[src/rtl/sar_controller.sv]
// sar_controller
// Successive-approximation control stage sitting right after the sample-and-hold.
// It drives the S/H track/hold clock, walks a binary-search trial code into the
// capacitive DAC, resolves one bit per trial from the synchronized comparator,
// and presents the finished code with a one-cycle valid strobe.
//
// Ports:
//   clk        tile clock, rising-edge
//   rst_n      asynchronous active-low reset
//   start      conversion request, level-sampled in IDLE or DONE
//   cont       continuous mode, sampled in DONE
//   cmp_in     asynchronous comparator output (1 = held input >= DAC level)
//   sample     S/H clock (1 = track, 0 = hold)
//   dac_code   trial code to the DAC
//   busy       high in SAMPLE and CONVERT
//   data_out   last completed result, held until the next DONE
//   data_valid one-cycle pulse coincident with DONE
//
// Handshake: data_valid is a pure valid strobe with no ready. The result is
// offered for exactly the DONE cycle; data_out keeps the value afterwards,
// so a consumer may sample it any time until the next data_valid.
//
// All outputs come straight from flops; nothing combinational reaches a port.
// The enum register `state` is the observable FSM state for bound checkers.
module sar_controller #(
  parameter int N             = 8,
  parameter int SAMPLE_CYCLES = 4,
  parameter int SETTLE_CYCLES = 3
) (
  input  logic         clk,
  input  logic         rst_n,
  input  logic         start,
  input  logic         cont,
  input  logic         cmp_in,
  output logic         sample,
  output logic [N-1:0] dac_code,
  output logic         busy,
  output logic [N-1:0] data_out,
  output logic         data_valid
);

  localparam int CMAX = (SAMPLE_CYCLES > SETTLE_CYCLES) ? SAMPLE_CYCLES : SETTLE_CYCLES;
  localparam int CW   = (CMAX > 1) ? $clog2(CMAX) : 1;
  localparam int BW   = $clog2(N);

  localparam logic [CW-1:0] SAMPLE_LAST = CW'(SAMPLE_CYCLES - 1);
  localparam logic [CW-1:0] SETTLE_LAST = CW'(SETTLE_CYCLES - 1);
  localparam logic [BW-1:0] TOP_BIT     = BW'(N - 1);
  localparam logic [N-1:0]  TOP_TRIAL   = N'(1) << (N - 1);

  typedef enum logic [1:0] {
    S_IDLE    = 2'd0,
    S_SAMPLE  = 2'd1,
    S_CONVERT = 2'd2,
    S_DONE    = 2'd3
  } state_t;

  state_t        state, state_n;
  logic [CW-1:0] cnt, cnt_n;
  logic [BW-1:0] bit_idx, bit_idx_n;
  logic [N-1:0]  dac_n, data_out_n;
  logic          sample_n, busy_n, valid_n;
  logic          cmp_s1, cmp_s2;
  logic [BW-1:0] bit_dn;

  // Two-flop synchronizer; only cmp_s2 feeds decisions. With three settle
  // cycles, cmp_s2 in the last settle cycle reflects cmp_in at the end of
  // the first settle cycle.
  always_ff @(posedge clk or negedge rst_n) begin
    if (!rst_n) begin
      cmp_s1 <= 1'b0;
      cmp_s2 <= 1'b0;
    end else begin
      cmp_s1 <= cmp_in;
      cmp_s2 <= cmp_s1;
    end
  end

  always_ff @(posedge clk or negedge rst_n) begin
    if (!rst_n) begin
      state      <= S_IDLE;
      cnt        <= '0;
      bit_idx    <= '0;
      dac_code   <= '0;
      data_out   <= '0;
      sample     <= 1'b0;
      busy       <= 1'b0;
      data_valid <= 1'b0;
    end else begin
      state      <= state_n;
      cnt        <= cnt_n;
      bit_idx    <= bit_idx_n;
      dac_code   <= dac_n;
      data_out   <= data_out_n;
      sample     <= sample_n;
      busy       <= busy_n;
      data_valid <= valid_n;
    end
  end

  // Next-state and next-output logic. Output registers are loaded with the
  // value they must show in the state being entered.
  always_comb begin
    state_n    = state;
    cnt_n      = cnt;
    bit_idx_n  = bit_idx;
    dac_n      = dac_code;
    data_out_n = data_out;
    sample_n   = 1'b0;
    busy_n     = 1'b0;
    valid_n    = 1'b0;
    bit_dn     = bit_idx - BW'(1);

    case (state)
      S_IDLE: begin
        dac_n = '0;
        if (start) begin
          state_n  = S_SAMPLE;
          cnt_n    = '0;
          sample_n = 1'b1;
          busy_n   = 1'b1;
        end
      end

      S_SAMPLE: begin
        busy_n = 1'b1;
        if (cnt == SAMPLE_LAST) begin
          // Falling edge of sample here is the hold instant.
          state_n   = S_CONVERT;
          cnt_n     = '0;
          bit_idx_n = TOP_BIT;
          dac_n     = TOP_TRIAL;
        end else begin
          cnt_n    = cnt + CW'(1);
          sample_n = 1'b1;
        end
      end

      S_CONVERT: begin
        busy_n = 1'b1;
        if (cnt == SETTLE_LAST) begin
          cnt_n          = '0;
          dac_n[bit_idx] = cmp_s2;
          if (bit_idx == '0) begin
            state_n    = S_DONE;
            busy_n     = 1'b0;
            valid_n    = 1'b1;
            data_out_n = dac_n;
          end else begin
            dac_n[bit_dn] = 1'b1;
            bit_idx_n     = bit_dn;
          end
        end else begin
          cnt_n = cnt + CW'(1);
        end
      end

      S_DONE: begin
        dac_n = '0;
        cnt_n = '0;
        if (cont || start) begin
          state_n  = S_SAMPLE;
          sample_n = 1'b1;
          busy_n   = 1'b1;
        end else begin
          state_n = S_IDLE;
        end
      end

      default: begin
        state_n = S_IDLE;
        dac_n   = '0;
      end
    endcase
  end

endmodule

[config.mk]
export PLATFORM = sky130hd
export DESIGN_NAME = sar_controller
export DESIGN_NICKNAME = d
export VERILOG_FILES = /design/src/rtl/sar_controller.sv
export SDC_FILE = /design/constraint.sdc
export NUM_CORES = 1
export LEC_CHECK = 0
export ABC_AREA = 1
export BUFFER_PORTS_ARGS = -buffer_cell sky130_fd_sc_hd__buf_2
export CORE_MARGIN = 2
export CORE_UTILIZATION = 55
export CTS_CLUSTER_DIAMETER = 200
export DETAILED_ROUTE_END_ITERATION = 6
export PLACE_DENSITY = 0.86
export SKIP_CTS_REPAIR_TIMING = 1
export SYNTH_ARGS = -nofsm -noshare
export SYNTH_HDL_FRONTEND = slang
export SYNTH_SLANG_ARGS = --single-unit
[constraint.sdc]
create_clock -name clk -period 2.1 [get_ports clk]
set_clock_uncertainty 0.15 [all_clocks]
set_input_delay 0.63 -clock clk [delete_from_list [all_inputs] [get_ports clk]]
set_output_delay 0.63 -clock clk [all_outputs]
set_load 0.005 [all_outputs]
==> results of run 1 <==
[final cells by class]
class / instances / area, um2 / share of cell area [%]
Clock buffer: 3 / 22.5 / 1.24
Clock inverter: 1 / 30.0 / 1.66
Inverter: 28 / 110 / 6.09
Multi-Input combinational cell: 145 / 769 / 42.5
Sequential cell: 28 / 701 / 38.7
Tap cell: 31 / 38.8 / 2.14
Timing Repair Buffer: 26 / 138 / 7.61
[worst max path at each step]
| stage | end | slack [ns] | cells past startpoint |
|---|---|---|---|
| 6_report | dac_code[0] | 0.32 | 7 |
| 5_1_grt | dac_code[0] | 0.20 | 7 |
| 4_1_cts | state[0] | 0.33 | 9 |
| 3_5_place_dp | state[0] | 0.36 | 9 |
| 3_3_place_gp | state[0] | 0.39 | 9 |
| 2_1_floorplan | dac_code[7] | 0.53 | 9 |
[state kept, by name, summed over array words and instances (netlist names)]
name	cells
bit_idx	3
data_out	8
busy	1
sample	1
cmp_s2	1
cmp_s1	1
cnt	2
state	2
data_valid	1
dac_code	8
[metal layers]
metal,GRT usage (%),share of wire (%),up-vias
li1,-,-,697
met1,28.6,45,639
met2,37.5,49,34
met3,2.90,4.2,4
met4,9.30,1.3,0
met5,0,0,-
[logic make-up (layout without fill, tap and decap cells)]
| group | count (synthesis) | in the layout | share of synthesized area [%] |
|---|---|---|---|
| and+or+nand+nor | 106 | 106 | 29.9 |
| DFF | 28 | 28 | 43.5 |
| buffers and inverters | 32 | 58 | 8.77 |
| adders and majority gates | 12 | 12 | 9.32 |
| AOI/OAI and AO/OA | 27 | 27 | 8.54 |
[through the flow]
stage          total power, mW  worst slack, ns  util, %
2_1_floorplan             1.79            0.525        -
3_3_place_gp              2.10            0.387     63.2
3_5_place_dp              2.15            0.361     63.2
4_1_cts                   2.52            0.329     65.0
5_1_grt                   2.75            0.199     65.0
6_report                  2.53            0.322     65.0
[report_power, final]
| part | leakage (nW) | switching, mW | internal (mW) | total, mW |
|---|---|---|---|---|
| logic | 0.658 | 0.877 | 0.480 | 1.36 |
| clock network | 0.0279 | 0.172 | 0.193 | 0.365 |
| registers | 0.346 | 0.127 | 0.680 | 0.807 |
[cells in the mapped netlist]
cell,number,area (um2)
o22ai_1,1,6.26
dfrtp_1,28,701
o21ai_1,9,45.0
nor2_2,2,12.5
buf_4,2,15.0
nand4_1,1,6.26
nand3_1,17,85.1
nor2_4,2,22.5
o21ai_0,13,65.1
nand2_1,73,274
a21oi_1,3,15.0
ha_1,12,150
nand2_4,2,22.5
buf_2,1,5.00
nor3_2,1,10.0
nand2_2,2,12.5
nor2_1,5,18.8
buf_6,1,11.3
inv_4,2,12.5
nand3_4,1,17.5
a31oi_1,1,6.26
inv_2,1,3.75
inv_1,25,93.8
==> impl_results.md, run 1 <==
* Final net count at around 250
* Commonest non-fill, non-tap cell in the layout: nand2_1
* CTS clk-pin slew, worst paths at 0.16 ns
* Reg-to-reg slack, setup at around 0.32 ns
* Final Hold Vio Count at 0
* PwrDens at 1400 nW/um2
* Via count at 1374
* Total of max-cap violations at 0
* DR DRC count at 0
* CP arrival at 1.91 ns
* Avg Vias per Cell at 5.24
* Post-DRT Antenna Nets at 0
* RSZ-0062 raised after global routing: false
* Vias in the first global route at 1356
* Most frequent cell on the critical path: nand2_1
* Min cycle time layout at 1.78 ns
* Seq/Total Area, Yosys at about 43%
* Post-route cell area at 1810 um2
* Max Root-Sink Buffers at 2
* R2R Path End: dac_code[0]
* Clock latency on the worst-skew pair at 0.34 ns
* Share of post-route cells with drive strength above 1 at 18.6%
* Initial DRT Pass Iterations at 4
* Initial Utilization at 57.9%
* Syn Area/Cell at 7.86 um2
* Remaining Overflow, GRT at 0
* Crit-path cells: inv_1 -> ha_1 -> nand2_1 -> nand2_1 -> nor3_2 -> nand2_1 -> nand2_1
* Mapped Nets at 222
* Routability cong. at approximately 0.86
* Crit path from: state[0]
* Sinks on the clock net at 28
* Clock Tree Root: clkbuf_4
* Die W at 58.1 um
* WL/cell at 12.6 um
* Initial antenna violation count at 0
* Worst-path maximum fanout at 6
* Core area at 2780 um2
* Synth Register Bits at 28
* Placed Instance Area at 1760 um2
* Relative slew margins at between 50 and 60%
* Final TNS setup at 0 ns
* CTS tree: done
* Top Family by Delay on Critical Path: simple AND/OR/NAND/NOR gates
* Placed wire-length estimate at 2.52 mm
* CP Class: reg2reg
* FF-to-FF path depth at 7
* Starting DRT DRC Count at 81
* Type of origin of the critical path: register
* Fin cells at 262
* Most frequent cells in the layout: nand2_1 (73), dfrtp_1 (28), inv_1 (25), buf_2 (23), nand3_1 (17)
* Synth-to-Final Area Change at 12.3%
* Max incr delay on CP at 0.44 ns
* Final Max Slew Viols at 0
* HP Class: in2async
* Lkg Pwr at 1.03 nW
* Cts bufs inserted at 3
* Syn. warnings at 0
* Min Hold Slack at 0.120 ns
* Final setup vio count at 0
* Cells after Synth at 205
* Largest net degree at the start of global routing at 29
* I/O Pins at 24
* CP Data Required Time at 2.24 ns
* WP buf/inv at 1
* Row count at 19
* Outcome: completed
* Netlist Area Pre-Place at 1610 um2
* Post-Place Cells at around 260
* H-tree levels at 1
* Synth unique cells at 23
* Reg2Reg Launch Point: state[0]
* Fillers at 234
* Fin crit share at 84.7%
* Upper clock frequency limit at 562 MHz
* Diodes inserted at 0
* Port Buffers at 23
* First-pass GRT wire length at 5.71 mm
* Final WL at 3.31 mm
* CP max stage cell: dfrtp_1
* Die H at 58.1 um
* Peak VDD IR at 0.956 mV
* CP Capture Type: register
* Global-route usage over all layers at 22.2%
* Die area at 3380 um2
* Worst Tran Pin Value at 0.617 ns
Power figures use the tool's default switching activity.
==> run 2, diff against run 1 <==
- clock period: 2.1 -> 1.7 ns (I/O delays scaled with it)
==> run 2 against run 1 <==
  * Via count grew 3.9%
  * Clock power decreased by 13%
  * Cell count is 3.8% higher
  * Non-clock buffer count is 10 higher
  * Sequential power up 24%
  * Sequential cell count stayed put
  * Power is 26% higher
  * Largest power group unchanged
  * Highest routed layer unchanged
==> impl_results.md, run 2 (synthesis gave the netlist of run 1 again) <==
* Port Buffers at 23 (unchanged)
* Clock power frac at 10.0% (-4.4 points)
* Final setup vio count at 0 (unchanged)
* Clock latency on the worst-skew pair at 0.33 ns (about the same)
* Type of origin of the critical path: register
* WP buf/inv at 3 (+2)
* Initial antenna violation count at 0 (unchanged)
* Largest registers: dac_code: 8 flops, data_out: 8 flops, bit_idx: 3 flops
* Sinks on the clock net at 28 (unchanged)
* Die H at 58.1 um (unchanged)
* Remaining Overflow, GRT at 0 (unchanged)
* Relative slew margins at 74.3% (+15 points)
* Lkg Pwr at 1.06 nW (+3.0%)
* Worst-path maximum fanout at 10 (+4)
* CP Class: reg2reg
* Pre-CTS setup slack at 0.0883 ns (-0.273 ns)
* Max incr delay on CP at 0.45 ns (about the same)
* Crit-path cells: inv_2 -> ha_2 -> inv_1 -> nand2_1 -> nand2_2 -> buf_4 -> a21oi_1 -> nand2_1 -> nand2_1
* PwrDens at 1690 nW/um2 (+21%)
* Synth-to-Final Area Change at 16.9%
* Post-DRT Antenna Nets at 0 (unchanged)
* HP Class: in2async
* Clock Tree Root: clkbuf_4
* CTS tree: done
* Diodes inserted at 0 (unchanged)
* Vias in the first global route at 1283 (-5.4%)
* Uppermost layer routed: met4
* Commonest non-fill, non-tap cell in the layout: nand2_1
* PnR worst setup slack at 0.0770 ns (-0.245 ns)
* Outcome: completed
* Sw Pwr at 1.48 mW (+26%)
* Final Max Slew Viols at 0 (unchanged)
* First-pass GRT wire length at 5.69 mm (-0.49%)
* Core area at 2780 um2 (unchanged)
* Min cycle time layout at 1.62 ns (-0.155 ns)
* Routed wl met2 at 1.55 mm (-5.3%)
* Min Hold Slack at 0.00282 ns (-0.117 ns)
* Most frequent cell on the critical path: nand2_1
* Combinational Power Share at 58.6% (+4.9 points)
* CP Data Required Time at 1.82 ns (-0.42 ns)
* Die area at 3380 um2 (unchanged)
* Via count at 1427 (+3.9%)
* I/O Pins at 24 (unchanged)
* Upper clock frequency limit at 616 MHz (+9.6%)
* Max Root-Sink Buffers at 2 (unchanged)
* Initial Utilization at 57.9% (unchanged)
* Internal power at 1.70 mW (+26%)
* Row count at 19 (unchanged)
* CP arrival at 1.75 ns (-0.16 ns)
* CP Capture Type: register
* Cts bufs inserted at 3 (unchanged)
* CTS clk-pin slew, worst paths at 0.14 ns (-0.02 ns)
* Switching part of the total at 46.6% (+0.076 points)
* Most frequent cells in the layout: nand2_1 (72), dfrtp_1 (26), buf_2 (23), inv_1 (21), nand3_1 (17)
* Final Hold Vio Count at 0 (unchanged)
* Met1 WL at 1.61 mm (+8.2%)
* Wire length on met3 at 158 um (+14%)
* DR DRC count at 0 (unchanged)
* Placed wire-length estimate at 2.49 mm (-1.4%)
* Largest net degree at the start of global routing at 29 (unchanged)
* Routability cong. at 0.928 (+8.1%)
* Share of post-route cells with drive strength above 1 at 26.1% (+7.5 points)
* Seq pwr share at 31.4% (-0.5 points)
* Starting DRT DRC Count at 79 (-2.5%)
* H-tree levels at 1 (unchanged)
* Top Family by Delay on Critical Path: flip-flops
* Final net count at 259 (+4.0%)
* Worst Tran Pin Value at 0.382 ns (-0.235 ns)
* Peak VDD IR at 1.07 mV (+12%)
* Initial DRT Pass Iterations at 4 (unchanged)
* Avg Vias per Cell at 5.25 (about the same)
* Fin crit share at 95.5% (+11 points)
* Total of max-cap violations at 0 (unchanged)
* CP max stage cell: dfrtp_1
* Final WL at 3.37 mm (+1.8%)
* Global-route usage over all layers at 22.1% (-0.089 points)
* WL/cell at 12.4 um (-1.9%)
* Die W at 58.1 um (unchanged)
run 2: layer usage:
layer / global-route usage, % / vias to the layer above
li1: - / 714
met2: 35.7 / 50
met1: 31.1 / 658
met5: 0 / -
met4: 7.97 / 0
met3: 2.01 / 5
run 2: cell type report:
type	count	area, um2
Sequential cell	28	703
Fill cell	235	897
Clock buffer	4	36.3
Multi-Input combinational cell	145	779
Inverter	28	110
Timing Repair Buffer	36	216
Tap cell	31	38.8
run 2: path summary, 6_finish.rpt:
check / start / to / slack [ns] / depth (start not counted)
max in group asynchronous: rst_n / state[1] / 1.12 / 2
worst min register to register: cmp_s1 / cmp_s2 / 0.22 / 0
worst min-delay path: rst_n / data_out[6] / 0.003 / 2
worst max register to register: cnt[0] / dac_code[7] / 0.08 / 9
worst max-delay path: cnt[0] / dac_code[7] / 0.08 / 9
min in group clk: cmp_in / cmp_s1 / 0.12 / 1
run 2: through the flow:
step | cells | TNS, ns | area (um2) | utilization, % | power, mW
final | 272 | 0 | 1880 | 67.7 | 3.18
after global routing | 272 | -0.126 | 1880 | 67.7 | 3.49
after CTS | 270 | 0 | 1850 | 66.6 | 3.09
after detailed placement | 266 | 0 | 1820 | 65.3 | 2.75
after global placement | 266 | 0 | 1820 | 65.3 | 2.70
after floorplan | 205 | 0 | 1610 | - | 2.21
run 2: power by group through the flow:
stage	clock [mW]	sequential [mW]	combinational, mW
2_1_floorplan	0	0.981	1.23
3_3_place_gp	0	0.990	1.71
3_5_place_dp	0	0.997	1.75
4_1_cts	0.329	0.983	1.77
5_1_grt	0.361	1.02	2.11
6_report	0.317	0.999	1.87
